--- src/rtl/cpu_ctrl_pkg.sv ---
// Shared definitions for the 8-phase CPU controller: opcodes, state encoding
// and the strobe bundle passed from the decoder to the sequencer.
package cpu_ctrl_pkg;

    localparam int CNT_W_DEFAULT = 16;

    localparam logic [2:0] OP_HLT = 3'b000;
    localparam logic [2:0] OP_SKZ = 3'b001;
    localparam logic [2:0] OP_ADD = 3'b010;
    localparam logic [2:0] OP_AND = 3'b011;
    localparam logic [2:0] OP_XOR = 3'b100;
    localparam logic [2:0] OP_LDA = 3'b101;
    localparam logic [2:0] OP_STO = 3'b110;
    localparam logic [2:0] OP_JMP = 3'b111;

    // P0..P7 are consecutive so the phase number is simply state - 1.
    typedef enum logic [3:0] {
        S_IDLE   = 4'd0,
        S_P0     = 4'd1,
        S_P1     = 4'd2,
        S_P2     = 4'd3,
        S_P3     = 4'd4,
        S_P4     = 4'd5,
        S_P5     = 4'd6,
        S_P6     = 4'd7,
        S_P7     = 4'd8,
        S_HALTED = 4'd9
    } state_t;

    typedef struct packed {
        logic fetch;
        logic load_ir;
        logic inc_pc;
        logic load_pc;
        logic load_acc;
        logic rd;
        logic wr;
        logic datactl_ena;
        logic halt;
    } strobes_t;

endpackage

--- src/rtl/cpu_ctrl_decode.sv ---
// Purely combinational decode of (state, opcode, zero) into the per-phase
// control strobes of the CPU datapath.
module cpu_ctrl_decode
    import cpu_ctrl_pkg::*;
(
    input  state_t     state,
    input  logic [2:0] opcode,
    input  logic       zero,
    output strobes_t   strobes
);

    logic mem_op;
    logic is_sto;
    logic is_jmp;
    logic skip;

    assign mem_op = (opcode == OP_ADD) || (opcode == OP_AND) ||
                    (opcode == OP_XOR) || (opcode == OP_LDA);
    assign is_sto = (opcode == OP_STO);
    assign is_jmp = (opcode == OP_JMP);
    assign skip   = (opcode == OP_SKZ) && zero;

    always_comb begin
        strobes = '0;
        case (state)
            S_IDLE: strobes.fetch = 1'b1;
            S_P0: begin
                strobes.fetch   = 1'b1;
                strobes.rd      = 1'b1;
                strobes.load_ir = 1'b1;
            end
            S_P1: begin
                strobes.fetch   = 1'b1;
                strobes.rd      = 1'b1;
                strobes.load_ir = 1'b1;
                strobes.inc_pc  = 1'b1;
            end
            S_P2: strobes.fetch = 1'b1;
            S_P3: begin
                strobes.fetch  = 1'b1;
                strobes.inc_pc = (opcode != OP_HLT);
            end
            S_P4: begin
                strobes.load_pc     = is_jmp;
                strobes.rd          = mem_op;
                strobes.datactl_ena = is_sto;
            end
            // Skipping on zero is a second PC increment in P5 and again in P7.
            S_P5: begin
                strobes.rd          = mem_op;
                strobes.load_acc    = mem_op;
                strobes.wr          = is_sto;
                strobes.datactl_ena = is_sto;
                strobes.load_pc     = is_jmp;
                strobes.inc_pc      = is_jmp || skip;
            end
            S_P6: begin
                strobes.rd          = mem_op;
                strobes.datactl_ena = is_sto;
            end
            S_P7:     strobes.inc_pc = skip;
            S_HALTED: strobes.halt   = 1'b1;
            default:  strobes = '0;
        endcase
    end

endmodule

--- src/rtl/cpu_ctrl_seq.sv ---
// Instruction-phase sequencer: walks IDLE -> P0..P7 per instruction, stops in
// HALTED on HLT, and counts retired instructions.
module cpu_ctrl_seq
    import cpu_ctrl_pkg::*;
#(
    parameter int CNT_W = CNT_W_DEFAULT
) (
    input  logic             clk,
    input  logic             rst,
    input  logic             ena,
    input  logic [2:0]       opcode,
    input  logic             zero,
    output logic             fetch,
    output logic             load_ir,
    output logic             inc_pc,
    output logic             load_pc,
    output logic             load_acc,
    output logic             rd,
    output logic             wr,
    output logic             datactl_ena,
    output logic             halt,
    output logic [2:0]       phase,
    output logic             busy,
    output logic [CNT_W-1:0] instr_cnt
);

    state_t            state_q, state_d;
    logic [CNT_W-1:0]  cnt_q, cnt_d;
    logic [3:0]        phase_idx;
    strobes_t          strobes;

    always_ff @(posedge clk) begin
        if (rst) begin
            state_q <= S_IDLE;
            cnt_q   <= '0;
        end else begin
            state_q <= state_d;
            cnt_q   <= cnt_d;
        end
    end

    // ena only matters at instruction boundaries; a started instruction always finishes.
    always_comb begin
        state_d = state_q;
        cnt_d   = cnt_q;
        case (state_q)
            S_IDLE:   state_d = ena ? S_P0 : S_IDLE;
            S_P0:     state_d = S_P1;
            S_P1:     state_d = S_P2;
            S_P2:     state_d = S_P3;
            S_P3:     state_d = (opcode == OP_HLT) ? S_HALTED : S_P4;
            S_P4:     state_d = S_P5;
            S_P5:     state_d = S_P6;
            S_P6:     state_d = S_P7;
            S_P7: begin
                state_d = ena ? S_P0 : S_IDLE;
                cnt_d   = cnt_q + {{(CNT_W-1){1'b0}}, 1'b1};
            end
            S_HALTED: state_d = S_HALTED;
            default:  state_d = S_IDLE;
        endcase
    end

    cpu_ctrl_decode u_decode (
        .state   (state_q),
        .opcode  (opcode),
        .zero    (zero),
        .strobes (strobes)
    );

    always_comb begin
        phase_idx = 4'(state_q) - 4'd1;
        busy      = (state_q >= S_P0) && (state_q <= S_P7);
        phase     = busy ? phase_idx[2:0] : 3'd0;
    end

    assign fetch       = strobes.fetch;
    assign load_ir     = strobes.load_ir;
    assign inc_pc      = strobes.inc_pc;
    assign load_pc     = strobes.load_pc;
    assign load_acc    = strobes.load_acc;
    assign rd          = strobes.rd;
    assign wr          = strobes.wr;
    assign datactl_ena = strobes.datactl_ena;
    assign halt        = strobes.halt;
    assign instr_cnt   = cnt_q;

endmodule

--- config.mk ---
export PLATFORM = sky130hd
export DESIGN_NAME = cpu_ctrl_seq
export DESIGN_NICKNAME = d
export VERILOG_FILES = /design/src/rtl/cpu_ctrl_pkg.sv /design/src/rtl/cpu_ctrl_decode.sv /design/src/rtl/cpu_ctrl_seq.sv
export SDC_FILE = /design/constraint.sdc
export NUM_CORES = 1
export LEC_CHECK = 0
export ABC_CLOCK_PERIOD_IN_PS = 2320
export CORE_MARGIN = 10
export CORE_UTILIZATION = 47
export CTS_CLUSTER_DIAMETER = 40
export CTS_CLUSTER_SIZE = 20
export DETAILED_ROUTE_END_ITERATION = 12
export PLACE_DENSITY = 0.79
export SYNTH_ARGS = -nofsm -noshare
export SYNTH_HDL_FRONTEND = slang
export SYNTH_HIERARCHICAL = 1
export SYNTH_SLANG_ARGS = --single-unit
export TNS_END_PERCENT = 20
--- constraint.sdc ---
create_clock -name clk -period 2.32 [get_ports clk]
set_clock_uncertainty 0.05 [all_clocks]
set_input_delay 0.58 -clock clk [delete_from_list [all_inputs] [get_ports clk]]
set_output_delay 0.58 -clock clk [all_outputs]
set_load 0.03 [all_outputs]
==> impl_metrics.yaml, run 1 <==
routing:
  route.vias.total: 1277
  routedWlPerCell_um: 14.8
  totalWireLength_um: 3350
  drtIter0Drc: 69
  first_pass_iters: 6
  ant_nets: 0
  via_per_inst: 5.65
  drc: 0
floorplan:
  coreArea_um2: 2540
  ios: 36
  initial_core_util: 0.507
  fp.dieH_um: 72.4
  die_area_um2: 5240
  dieWidth_um: 72.4
  rows: 18
setup_path:
  crit_chain: "buf_4 -> and2b_2 -> nand3_2 -> nor4b_2 -> buf_4"
  critPathLaunch: "state_q[3]$_SDFF_PP0_"
  crit_type: "flop to primary output"
  cp-start-kind: "flop"
  critPathMaxFanout: 8
  crit_required_ns: 1.69
  crit_top_cell: "buf_4"
  arrival_ns: 1.65
  cp_slowest_cell: "dfxtp_2"
  critPathCaptureType: "primary output"
  r2r_start: "state_q[0]$_SDFF_PP0_"
  critPathMaxStageDelay_ns: 0.37
global_routing:
  gr-total-overflow: 0
  first_global_vias: 1266
  antenna_found_initial: 0
  grt_pass1_wl_um: 5810
  grt_usage: 0.130
  grt_max_degree: 12
layout:
  fin_util: 0.698
  num_antenna_cells: 0
  syn_to_final_growth_pct: 37.7
  num-fill-cells: 217
  drive_gt1_frac: 0.286
  final_cells: 226
  seqCellArea_um2: 409
  fin_nets: 211
  fin_area_um2: 1780
  multiInputGateArea_um2: 851
cts:
  cts_root_buffer: "clkbuf_4"
  cts_tree: "yes"
  cts_setup_buffers: 0
  cts.sinks: 20
  htreeDepth: 1
  postCtsHoldBufs: 0
  cts-buffers-inserted: 3
  clk_pin_slew_ns: 0.10
  clk_path_buf_depth: 2
  clock_latency_ns: 0.29
yosys:
  yosys.area.top_type: "dfxtp_1"
  synth_cell_types: 49
  yosysSeqAreaShare: 0.310
  synth_ff_type: "dfxtp_1"
  synthArstFlopShare: 0
  synth_edf_count: 0
  synth.area.top_cells: "dfxtp_1, ha_1, nor2_1"
  synth_top_area_frac: 0.310
  syn_inst: 147
  synth_seq_cells: 20
  synth_common_cells: "dfxtp_1, nor2_1, a21oi_1, nand2_1"
  synthesis.area_um2: 1290
  syn_nets: 160
  ys_warn_count: 6
  syn_avg_cell_area_um2: 8.78
  synth.most_common_cell: "dfxtp_1"
sta:
  layout_setup_ws_ns: 0.0399
  fin_crit_ns: 2.28
  finalHoldViolCount: 0
  finalSetupViolCount: 0
  slew_headroom: 0.696
  worst_pin_slew_ns: 0.453
  max_freq_mhz: 439
  rsz0062_at_grt: "true"
  drv_slew: 0
  finalCritPeriodShare: 0.983
power:
  total_power_uw: 849
  p_per_area_nw_per_um2: 478
  p_leak_nw: 0.711
  peakVddDrop_mv: 0.431
placed_design:
  gp_congestion: 0.860
  place_ws_ns: -0.175
  dpl.hpwl_um: 2630
  port_buffers: 35
  dpl_cell_area_um2: 1750
  numPlacedInstances: 223
run:
  maxCapViolCount: 0
worst_hold_path:
  min_from: "instr_cnt[15]$_SDFFE_PP0P_"
  hold_class: "flop to flop"
run_status:
  status: "finished, final reports clean"
[cell type report]
class / instances / share of cell area
Tap cell: 30 / 0.0211
Inverter: 5 / 0.0106
Sequential cell: 20 / 0.230
Timing Repair Buffer: 52 / 0.246
Clock buffer: 3 / 0.0127
Multi-Input combinational cell: 116 / 0.479
[report_power, final]
part / total (mW) / internal [mW] / switching, mW
combinational: 0.334 / 0.138 / 0.195
sequential: 0.356 / 0.350 / 0.00662
clock: 0.159 / 0.0605 / 0.0985
total: 0.849 / 0.549 / 0.301
[through the flow]
stage          hold slack, ns  TNS, ns
2_1_floorplan           0.553        0
3_3_place_gp            0.416   -0.557
3_5_place_dp            0.429    -1.11
4_1_cts                 0.443  -0.0272
5_1_grt                 0.506  -0.0350
6_report                0.445        0
[per-layer routing]
layer  global-route usage  part of all wire  wire, um
met1                0.147              0.40      1350
met2                0.225              0.50      1680
met3               0.0585             0.091       306
met4               0.0127            0.0027         9
met5                    0                 0         0
[path summary, 6_finish.rpt]
path         cells past startpoint                         end  slack [ns]
max                              5                          wr        0.04
min reg2reg                      2  instr_cnt[15]$_SDFFE_PP0P_        0.44
max reg2reg                      7  instr_cnt[15]$_SDFFE_PP0P_        0.38
min                              2  instr_cnt[15]$_SDFFE_PP0P_        0.44
[registers in the layout (all words and copies together), names as in the netlist]
register / flops
instr_cnt: 16
state_q: 4
[repair_timing]
action / CTS / global route
setup endpoints to repair: 13 / 7
pin swaps: 1 / 2
gates cloned: 0 / 0
resized for setup: 22 / 17
[cell usage in the layout (no fill, tap or decap), types with 4 or more instances in the layout]
| cell | synthesis | layout |
|---|---|---|
| buf_4 | 1 | 24 |
| clkdlybuf4s50_1 | 0 | 19 |
| dfxtp_1 | 20 | 17 |
| nor2_1 | 19 | 16 |
| a21oi_1 | 12 | 12 |
| nand2_1 | 9 | 9 |
| xnor2_1 | 7 | 7 |
| nor3_1 | 7 | 7 |
| ha_1 | 6 | 6 |
| dlygate4sd2_1 | 0 | 6 |
| inv_1 | 5 | 5 |
| xor2_1 | 5 | 5 |
| o21ai_0 | 4 | 4 |
[worst max-delay path: cells and delay by family (launching register included)]
kind	cells	cell delay, ns
buffers and inverters	2	0.37
DFF	1	0.37
and+or+nand+nor	3	0.62
[cell families (layout without fill, tap and decap cells)]
logic type | after synthesis | count (layout) | synth area share
XOR/XNOR | 12 | 12 | 0.0815
buffers and inverters | 11 | 60 | 0.0475
AO/OA/AOI/OAI | 26 | 26 | 0.133
flip-flops | 20 | 20 | 0.310
adder cells (fa/ha/maj) | 6 | 6 | 0.0582
AND/OR/NAND/NOR | 70 | 70 | 0.353
multiplexers | 2 | 2 | 0.0165
Note: power is estimated with default switching activity, not from simulation.
==> run 2, diff against run 1 <==
--- a/config.mk
+++ b/config.mk
@@ -7,11 +7,11 @@
 export LEC_CHECK = 0
 export ABC_CLOCK_PERIOD_IN_PS = 2320
 export CORE_MARGIN = 10
-export CORE_UTILIZATION = 47
+export CORE_UTILIZATION = 30
 export CTS_CLUSTER_DIAMETER = 40
 export CTS_CLUSTER_SIZE = 20
 export DETAILED_ROUTE_END_ITERATION = 12
-export PLACE_DENSITY = 0.79
+export RECOVER_POWER = 25
 export SYNTH_ARGS = -nofsm -noshare
 export SYNTH_HDL_FRONTEND = slang
 export SYNTH_HIERARCHICAL = 1
==> run 2 against run 1 <==
Wire length is 3.6% higher; largest cell class unchanged; die area is 40% higher; utilization is 25 points lower; first-iteration DRC count is 51% higher; sequential cell count stayed put; register-to-register slack better by 0.07 ns; total power is 23% higher.
==> impl_metrics.yaml, run 2 (synthesis results as in run 1) <==
sta:
  max_freq_mhz: 440
  hold_ws_ns: 0.434
  slew_headroom: 0.414
  fin_crit_ns: 2.27
  finalHoldViolCount: 0
  finalCritPeriodShare: 0.980
  layout_setup_ws_ns: 0.0476
  worst_pin_slew_ns: 0.878
  rsz0062_at_grt: "true"
  finalSetupViolCount: 0
  drv_slew: 0
cts:
  postCtsHoldBufs: 0
  clk_path_buf_depth: 2
  cts_setup_buffers: 0
  clock_latency_ns: 0.26
  cts.sinks: 20
  clk_pin_slew_ns: 0.07
  cts_root_buffer: "clkbuf_8"
  cts-buffers-inserted: 3
  htreeDepth: 1
  cts_tree: "yes"
setup_path:
  critPathCaptureType: "primary output"
  critPathMaxFanout: 5
  r2r_start: "state_q[0]$_SDFF_PP0_"
  cp-start-kind: "primary input"
  rr_endpoint: "instr_cnt[15]$_SDFFE_PP0P_"
  crit_type: "primary input to primary output"
  crit_required_ns: 1.69
  reg2reg_depth: 7
  arrival_ns: 1.64
  ff2ff_setup_slack_ns: 0.45
floorplan:
  initial_core_util: 0.316
  die_area_um2: 7320
  rows: 23
  dieWidth_um: 85.6
  coreArea_um2: 4090
  fp.dieH_um: 85.6
  ios: 36
global_routing:
  antenna_found_initial: 0
  grt_pass1_wl_um: 5720
  gr-total-overflow: 0
  grt_max_degree: 21
  grt_usage: 0.0929
  first_global_vias: 1233
run:
  maxCapViolCount: 0
power:
  p_per_area_nw_per_um2: 565
  peakVddDrop_mv: 0.332
  p_leak_nw: 0.729
layout:
  syn_to_final_growth_pct: 43.5
  multiInputGateArea_um2: 857
  final_common_cell: "buf_4"
  final_cell_mix: "buf_4, nor2_1, clkdlybuf4s50_1, dfxtp_1, a21oi_1"
  num_antenna_cells: 0
  largest_reg_flops: 16
  fin_nets: 210
  fin_area_um2: 1850
  drive_gt1_frac: 0.265
  num-fill-cells: 403
  seqCellArea_um2: 403
routing:
  drtIter0Drc: 104
  drc: 0
  totalWireLength_um: 3470
  route.vias.total: 1251
  first_pass_iters: 4
  routedWlPerCell_um: 14.1
  via_per_inst: 5.09
  ant_nets: 0
placed_design:
  port_buffers: 35
  dpl.hpwl_um: 2680
  place_ws_ns: -0.177
  dpl_cell_area_um2: 1770
  gp_congestion: 0.796
run_status:
  status: "finished, final reports clean"
worst_hold_path:
  min_from: "instr_cnt[15]$_SDFFE_PP0P_"
  hold_path_depth: 2
  hold_class: "flop to flop"
  min_to: "instr_cnt[15]$_SDFFE_PP0P_"
-- run 2: changes by cell type in the layout (fill, tap and decap cells not counted), moves of 2 or more --
cell | previous run | this run
nor2_1 | 16 | 18
clkbuf_8 | 0 | 3
nor2_2 | 2 | 0
clkbuf_4 | 3 | 0
dfxtp_4 | 2 | 0
buf_4 | 24 | 19
buf_6 | 0 | 2
-- run 2: worst max-delay path by stage --
stage	depth (start not counted)	slack, ns	startpoint	end
4_1_cts	5	-0.005	state_q[2]$_SDFF_PP0_	wr
6_report	4	0.05	opcode[2]	rd
5_1_grt	7	-0.04	state_q[0]$_SDFF_PP0_	busy
3_3_place_gp	4	-0.16	opcode[2]	rd
2_1_floorplan	6	0.11	state_q[0]$_SDFF_PP0_	phase[2]
3_5_place_dp	4	-0.18	opcode[2]	rd
-- run 2: cell type report --
class / instances / share of cell area
well taps: 50 / 0.0338
inverters: 5 / 0.0101
flip-flops and latches: 20 / 0.218
clock inverters: 1 / 0.0162
multi-input cells: 116 / 0.463
clock buffers: 3 / 0.0223
repair buffers: 51 / 0.237
-- run 2: critical path, stage by stage --
cell and delay, ns:
dlygate4sd2_1 0.32, xnor2_2 0.18, a2111oi_2 0.35, buf_4 0.21
-- run 2: power breakdown --
group	internal [mW]	switching [mW]	leakage [nW]
logic	0.137	0.198	0.531
clock network	0.230	0.124	0.0357
registers	0.350	0.00605	0.162
-- run 2: repair_timing --
item,4_1_cts,5_1_grt
endpoints found under the setup margin,13,7
pin swaps,1,0
endpoints found under the hold margin,0,0
resized for setup,27,6
-- run 2: layer usage --
metal | global-route usage | wire (um) | up-vias
met5 | 0 | 0 | -
met4 | 0.0314 | 33 | 0
met3 | 0.0303 | 194 | 5
met2 | 0.152 | 1630 | 27
met1 | 0.111 | 1610 | 589
li1 | - | - | 630
-- run 2: stage by stage --
step                instances  total power [mW]  TNS (ns)  utilization
global route              246              1.10   -0.0935        0.453
finish                    246              1.05         0        0.453
detailed placement        242             0.715     -1.14        0.432
floorplan                 147             0.568         0            -
CTS                       246              1.06  -0.00542        0.451
global placement          242             0.710    -0.740        0.432
